File: config.mk
export PLATFORM = sky130hd
export DESIGN_NAME = cofi_blend_ctrl_flat
export DESIGN_NICKNAME = d
export VERILOG_FILES = /design/src/rtl/cofi_blend_if.sv /design/src/rtl/cofi_blend_ctrl.sv /design/src/flat_wrapper.sv
export SDC_FILE = /design/constraint.sdc
export NUM_CORES = 1
export LEC_CHECK = 0
export BUFFER_PORTS_ARGS = -buffer_cell sky130_fd_sc_hd__buf_4
export CAP_MARGIN = 40
export CORE_AREA = 2 2 90 75
export CTS_CLUSTER_DIAMETER = 40
export DETAILED_ROUTE_END_ITERATION = 10
export DIE_AREA = 0 0 92 77
export SLEW_MARGIN = 0
export SYNTH_ARGS = -nofsm -noshare
export SYNTH_HDL_FRONTEND = slang
export SYNTH_SLANG_ARGS = --single-unit
export TNS_END_PERCENT = 10
File: constraint.sdc
create_clock -name clk -period 1.5 [get_ports clk]
set_clock_uncertainty 0.05 [all_clocks]
set_input_delay 0.225 -clock clk [delete_from_list [all_inputs] [get_ports clk]]
set_output_delay 0.225 -clock clk [all_outputs]
set_load 0.01 [all_outputs]
File: src/rtl/cofi_blend_if.sv
// Control bundle between the GPU/video timing side and the blend controller.
// COFI_CTRL_STATS_EN adds the blend_frames status counter output.
interface cofi_blend_if;
  logic       ce_pixel;
  logic [1:0] cfg_mode;
  logic       cfg_reduced;
  logic       dither_frame;
  logic       hblank;
  logic       vblank;
  logic       force_blend;
  logic       diff_blend;
  logic       reduced;
  logic [1:0] auto_state;
  logic       blend_active;
`ifdef COFI_CTRL_STATS_EN
  logic [15:0] blend_frames;

  modport master (
    output ce_pixel, cfg_mode, cfg_reduced, dither_frame, hblank, vblank,
    input  force_blend, diff_blend, reduced, auto_state, blend_active, blend_frames
  );
  modport slave (
    input  ce_pixel, cfg_mode, cfg_reduced, dither_frame, hblank, vblank,
    output force_blend, diff_blend, reduced, auto_state, blend_active, blend_frames
  );
`else
  modport master (
    output ce_pixel, cfg_mode, cfg_reduced, dither_frame, hblank, vblank,
    input  force_blend, diff_blend, reduced, auto_state, blend_active
  );
  modport slave (
    input  ce_pixel, cfg_mode, cfg_reduced, dither_frame, hblank, vblank,
    output force_blend, diff_blend, reduced, auto_state, blend_active
  );
`endif
endinterface

File: src/rtl/cofi_blend_ctrl.sv
// Frame-level sequencer for the dither-removal blender: config shadowing, auto-detect FSM
// and per-pixel gating. Optional COFI_CTRL_STATS_EN adds the blend_frames counter.
module cofi_blend_ctrl #(
  parameter int unsigned ON_FRAMES  = 2,
  parameter int unsigned OFF_FRAMES = 8,
  parameter int unsigned EDGE_PIX   = 1,
  parameter int unsigned PIX_W      = 10
) (
  input  logic         clk,
  input  logic         reset,
  cofi_blend_if.slave  bus
);

  typedef enum logic [1:0] {
    StOff   = 2'd0,
    StArmed = 2'd1,
    StOn    = 2'd2,
    StHold  = 2'd3
  } state_e;

  localparam logic [3:0]       OnCnt   = 4'(ON_FRAMES);
  localparam logic [3:0]       OffCnt  = 4'(OFF_FRAMES);
  localparam logic [PIX_W-1:0] EdgeCnt = PIX_W'(EDGE_PIX);

  state_e           state_q, state_d;
  logic [3:0]       hit_q, hit_d, miss_q, miss_d;
  logic             seen_q, seen_d, seen_now;
  logic             vblank_dly_q, vblank_dly_d;
  logic [1:0]       mode_q, mode_d;
  logic             sred_q, sred_d;
  logic             active_q, active_d;
  logic [PIX_W-1:0] pix_q, pix_d;
  logic             edge_ok;
  logic             force_q, force_d, diff_q, diff_d, red_q, red_d;
  logic             fb;

  // Frame boundary logic: a pulse landing on the boundary clk belongs to the closing frame.
  always_comb begin
    fb           = bus.ce_pixel && bus.vblank && !vblank_dly_q;
    seen_now     = seen_q | bus.dither_frame;
    seen_d       = fb ? 1'b0 : seen_now;
    vblank_dly_d = bus.ce_pixel ? bus.vblank : vblank_dly_q;
    state_d      = state_q;
    hit_d        = hit_q;
    miss_d       = miss_q;
    mode_d       = mode_q;
    sred_d       = sred_q;
    active_d     = active_q;
    if (fb) begin
      mode_d = bus.cfg_mode;
      sred_d = bus.cfg_reduced;
      if (bus.cfg_mode == 2'd3) begin
        if (seen_now) begin
          hit_d  = (hit_q == 4'hf) ? hit_q : hit_q + 4'd1;
          miss_d = 4'd0;
        end else begin
          miss_d = (miss_q == 4'hf) ? miss_q : miss_q + 4'd1;
          hit_d  = 4'd0;
        end
        unique case (state_q)
          StOff: begin
            if (seen_now) state_d = (ON_FRAMES == 1) ? StOn : StArmed;
          end
          StArmed: begin
            if (!seen_now)          state_d = StOff;
            else if (hit_d >= OnCnt) state_d = StOn;
          end
          StOn: begin
            if (!seen_now) state_d = (OFF_FRAMES == 1) ? StOff : StHold;
          end
          StHold: begin
            if (seen_now)             state_d = StOn;
            else if (miss_d >= OffCnt) state_d = StOff;
          end
          default: state_d = StOff;
        endcase
      end else begin
        hit_d   = 4'd0;
        miss_d  = 4'd0;
        state_d = StOff;
      end
      active_d = (bus.cfg_mode == 2'd1) || (bus.cfg_mode == 2'd2) ||
                 ((bus.cfg_mode == 2'd3) && ((state_d == StOn) || (state_d == StHold)));
    end
  end

  // Per-pixel gating; outputs lag hblank/vblank by one ce_pixel.
  always_comb begin
    edge_ok = (pix_q >= EdgeCnt);
    pix_d   = pix_q;
    force_d = force_q;
    diff_d  = diff_q;
    red_d   = red_q;
    if (bus.ce_pixel) begin
      pix_d   = bus.hblank ? '0 : ((&pix_q) ? pix_q : pix_q + 1'b1);
      force_d = active_q && (mode_q != 2'd2) && !bus.hblank && !bus.vblank && edge_ok;
      diff_d  = active_q && (mode_q == 2'd2) && !bus.hblank && !bus.vblank;
      red_d   = active_q && sred_q;
    end
  end

  always_ff @(posedge clk or posedge reset) begin
    if (reset) begin
      state_q      <= StOff;
      hit_q        <= 4'd0;
      miss_q       <= 4'd0;
      seen_q       <= 1'b0;
      vblank_dly_q <= 1'b0;
      mode_q       <= 2'd0;
      sred_q       <= 1'b0;
      active_q     <= 1'b0;
      pix_q        <= '0;
      force_q      <= 1'b0;
      diff_q       <= 1'b0;
      red_q        <= 1'b0;
    end else begin
      state_q      <= state_d;
      hit_q        <= hit_d;
      miss_q       <= miss_d;
      seen_q       <= seen_d;
      vblank_dly_q <= vblank_dly_d;
      mode_q       <= mode_d;
      sred_q       <= sred_d;
      active_q     <= active_d;
      pix_q        <= pix_d;
      force_q      <= force_d;
      diff_q       <= diff_d;
      red_q        <= red_d;
    end
  end

  assign bus.force_blend  = force_q;
  assign bus.diff_blend   = diff_q;
  assign bus.reduced      = red_q;
  assign bus.auto_state   = state_q;
  assign bus.blend_active = active_q;

`ifdef COFI_CTRL_STATS_EN
  logic [15:0] frames_q, frames_d;

  // Counts frames that were blended, i.e. the outgoing blend_active at each boundary.
  always_comb begin
    frames_d = frames_q;
    if (fb && active_q && (frames_q != 16'hffff)) frames_d = frames_q + 16'd1;
  end

  always_ff @(posedge clk or posedge reset) begin
    if (reset) frames_q <= 16'd0;
    else       frames_q <= frames_d;
  end

  assign bus.blend_frames = frames_q;
`endif

endmodule

File: src/flat_wrapper.sv
// flat-port wrapper written by rule: the top's interface ports become plain ports
module cofi_blend_ctrl_flat 
#(
  parameter int unsigned ON_FRAMES  = 2,
  parameter int unsigned OFF_FRAMES = 8,
  parameter int unsigned EDGE_PIX   = 1,
  parameter int unsigned PIX_W      = 10
)
  (clk, reset, bus_ce_pixel, bus_cfg_mode, bus_cfg_reduced, bus_dither_frame, bus_hblank, bus_vblank, bus_force_blend, bus_diff_blend, bus_reduced, bus_auto_state, bus_blend_active);
  cofi_blend_if bus_i ();
  input  logic clk;
  input  logic reset;
  input wire logic [$bits(bus_i.ce_pixel)-1:0] bus_ce_pixel;
  input wire logic [$bits(bus_i.cfg_mode)-1:0] bus_cfg_mode;
  input wire logic [$bits(bus_i.cfg_reduced)-1:0] bus_cfg_reduced;
  input wire logic [$bits(bus_i.dither_frame)-1:0] bus_dither_frame;
  input wire logic [$bits(bus_i.hblank)-1:0] bus_hblank;
  input wire logic [$bits(bus_i.vblank)-1:0] bus_vblank;
  output wire logic [$bits(bus_i.force_blend)-1:0] bus_force_blend;
  output wire logic [$bits(bus_i.diff_blend)-1:0] bus_diff_blend;
  output wire logic [$bits(bus_i.reduced)-1:0] bus_reduced;
  output wire logic [$bits(bus_i.auto_state)-1:0] bus_auto_state;
  output wire logic [$bits(bus_i.blend_active)-1:0] bus_blend_active;
  assign bus_i.ce_pixel = bus_ce_pixel;
  assign bus_i.cfg_mode = bus_cfg_mode;
  assign bus_i.cfg_reduced = bus_cfg_reduced;
  assign bus_i.dither_frame = bus_dither_frame;
  assign bus_i.hblank = bus_hblank;
  assign bus_i.vblank = bus_vblank;
  assign bus_force_blend = bus_i.force_blend;
  assign bus_diff_blend = bus_i.diff_blend;
  assign bus_reduced = bus_i.reduced;
  assign bus_auto_state = bus_i.auto_state;
  assign bus_blend_active = bus_i.blend_active;
  cofi_blend_ctrl #(.ON_FRAMES(ON_FRAMES), .OFF_FRAMES(OFF_FRAMES), .EDGE_PIX(EDGE_PIX), .PIX_W(PIX_W)) u_core (.clk(clk), .reset(reset), .bus(bus_i));
endmodule
==> impl_metrics.csv <==
group,metric,value,unit
die,die_width,92,um
critical_path,cp_max_fo,3,
critical_path,crit_buf_inv,0,
global_route,grtUsageTotal,11.5,%
detailed_routing,firstDrtPassIters,4,
detailed_routing,drc_errors,0,
die,io_pins,15,
die,die_area,0.00708,mm2
sta,setup_viol,0,
run_status,status,"finished, final reports clean",
critical_path,end_kind,"register",
cts,clock-sinks,29,
global_route,grt-ovfl-total,0,
critical_path,slowest_delay,0.39,ns
critical_path,cp_slowest_cell,"dfrtp_1",
sta,tightestPinTransition,0.374,ns
yosys,yosys_warnings,0,
die,core,0.00618,mm2
cts,cts_max_level,2,
sta,relSlewSlack,75.0,%
place,place_congestion,0.833,
cts,root_buffer,"clkbuf_8",
place,pre_cts_ws,0.00774,ns
cts,cts_tree,"done",
die,rows,26,
place,dpl.hpwl,2720,um
critical_path,crit_required,1.61,ns
sta,rsz0062_at_grt,"true",
detailed_routing,vias,1461,
sta,worst_slack,0.0627,ns
critical_path,cp_data_arrival_time,1.55,ns
final_layout,drive_above_1_share,22.3,%
die,die_h,77,um
detailed_routing,wire_per_inst,12.4,um
place,numPortBuffers,14,
final_layout,syn2layout_area_growth,25.5,%
sta,layout_min_cycle_time,1.44,ns
yosys,synth_edf_count,0,
sta,min_period_over_period,95.8,%
yosys,synthFlopType,"dfrtp_1",
min_path,min_path_type,"primary input to register",
power_and_ir_drop,leakage,0.889,nW
critical_path,crit_family,"compound AO/OA/AOI/OAI gates",
detailed_routing,ant_nets,0,
sta,finalSetupTns,0,ns
detailed_routing,postRouteWirelength,3770,um
sta,slew_violations,0,
yosys,syn_area_per_cell,8.90,um2
detailed_routing,drt_iter0_drc,115,
yosys,ys_types,46,
power_and_ir_drop,vdd.ir_drop.worst,0.000490,V
cts,clk_pin_slew,0.07,ns
global_route,grt_start_max_net_pins,30,
critical_path,worst-setup-path-type,"register to register",
yosys,netlist_area,0.00168,mm2
power_and_ir_drop,power.density,959,mW/mm2
cts,numCtsBuffers,5,
sta,hold_violations,0,
yosys,synth_nets,204,
yosys,synth-seq-cells,29,
run,drv_cap,0,
critical_path,cp-start-kind,"register",
final_layout,antenna_cells,0,
global_route,grt_pass1_vias,1389,
critical_path,rrSetupSlack,0.06,ns
critical_path,crit_chain,"ha_2, and2_4, a41oi_2, a31o_1, a21oi_2",
detailed_routing,vias_per_cell,4.81,
power_and_ir_drop,finalPower,2.02,mW
sta,fmax,696,MHz
cts,clock_latency,0.29,ns
global_route,grt_first_pass_wirelength,6570,um
yosys,ys_seq_area_share,43.2,%
cts,cts_buffer_depth,2,
global_route,antenna_found_initial,0,
yosys,syn_inst,189,
yosys,async_flop_share,100,%
final_layout,nNetsFinal,234,
die,initial_core_util,27.2,%
==> cell families (layout without fill, tap and decap cells) <==
logic type / count (synthesis) / after routing / synth area share, %
AOI/OAI and AO/OA: 47 / 47 / 18.5
xor gates and xnor gates: 3 / 3 / 1.56
adders and majority gates: 6 / 6 / 4.46
buffers and inverters: 20 / 51 / 5.36
DFF: 29 / 29 / 43.2
muxes: 4 / 4 / 2.53
and+or+nand+nor: 80 / 80 / 24.4
==> per-stage QoR <==
stage	hold slack, ns	utilization, %	cell area [um2]	cells
after floorplan	0.253	-	1680	189
after global placement	0.304	31.9	1970	294
after detailed placement	0.290	31.9	1970	294
after CTS	0.0715	33.4	2060	303
after global routing	0.0895	34.1	2110	304
final	0.0806	34.1	2110	304
==> cells in the mapped netlist (2+ instances only) <==
cell type	instances	share of area, %
a21oi_1	12	3.6
a311oi_1	2	1.0
a41o_1	2	1.2
and2_1	2	0.74
buf_2	6	1.8
buf_4	2	0.89
dfrtp_1	29	43
ha_1	6	4.5
inv_1	12	2.7
mux2i_1	2	1.2
nand2_1	22	4.9
nand2b_1	5	1.9
nand3_1	9	2.7
nand3b_1	3	1.3
nand4_1	5	1.9
nor2_1	19	4.2
nor3_1	3	0.89
nor4_1	2	0.74
o21ai_0	11	3.3
o21ai_1	4	1.2
o22ai_1	3	1.1
o2bb2ai_1	2	1.0
xnor2_1	3	1.6
==> worst paths after layout <==
kind,startpoint,to,cells past startpoint
max,u_core.pix_q[0]$_DFFE_PP0P_,u_core.pix_q[5]$_DFFE_PP0P_,5
min,bus_cfg_reduced,u_core.sred_q$_DFFE_PP0P_,3
max reg2reg,u_core.pix_q[0]$_DFFE_PP0P_,u_core.pix_q[5]$_DFFE_PP0P_,5
min reg2reg,u_core.mode_q[0]$_DFFE_PP0P_,u_core.mode_q[0]$_DFFE_PP0P_,2
max in group asynchronous,reset,u_core.bus.blend_active$_DFFE_PP0P_,4
min in group asynchronous,reset,u_core.bus.diff_blend$_DFFE_PP0P_,4
==> cells in the final DEF (no fill, tap or decap), types with 3 or more instances in the layout <==
cell type / Yosys / layout
buf_4: 2 / 29
dfrtp_1: 29 / 29
nand2_1: 22 / 22
nor2_1: 19 / 19
inv_1: 12 / 12
o21ai_0: 11 / 11
a21oi_1: 12 / 10
nand3_1: 9 / 9
nand4_1: 5 / 5
clkbuf_8: 0 / 5
o21ai_1: 4 / 4
nand2b_1: 5 / 4
ha_1: 6 / 4
nand3b_1: 3 / 3
xnor2_1: 3 / 3
a21oi_2: 1 / 3
o22ai_1: 3 / 3
clkbuf_1: 0 / 3
==> worst min-delay path, delay by kind of cell <==
kind                   cells  cell delay (ns)
buffers and inverters      1             0.08
and+or+nand+nor            2             0.08
==> metal layers <==
metal  vias to the layer above  part of all wire, %  GRT usage, %
met5                         -                    0             0
met4                         0                  1.8          4.48
met3                         6                  4.9          2.65
met2                        31                   41          16.0
met1                       688                   52          17.2
li1                        736                    -             -
==> sequential cells by signal, summed over array words and instances (netlist names) <==
| name | flops |
|---|---|
| u_core.bus.auto_state | 2 |
| u_core.bus.blend_active | 1 |
| u_core.bus.diff_blend | 1 |
| u_core.bus.force_blend | 1 |
| u_core.bus.reduced | 1 |
| u_core.hit_q | 4 |
| u_core.miss_q | 4 |
| u_core.mode_q | 2 |
| u_core.pix_q | 10 |
| u_core.seen_q | 1 |
| u_core.sred_q | 1 |
| u_core.vblank_dly_q | 1 |
==> power by group <==
group	total, mW	leakage, nW	internal (mW)	switching [mW]
registers	0.969	0.385	0.864	0.105
logic	0.430	0.465	0.225	0.205
clock network	0.626	0.0395	0.329	0.297
==> cell type report <==
class / count / area [um2]
multi-input cells: 140 / 907
clock buffers: 8 / 80.1
well taps: 84 / 105
flip-flops and latches: 29 / 726
fillers: 663 / 4070
repair buffers: 31 / 248
inverters: 12 / 45.0
==> what timing repair did <==
action | CTS | global route
endpoints found under the hold margin | 29 | 0
setup endpoints to repair | 2 | 7
buffers inserted | 0 | 1
gates resized for setup | 1 | 8
hold buffers | 1 | 0
pin swaps | 1 | 3
Power figures use the tool's default switching activity.
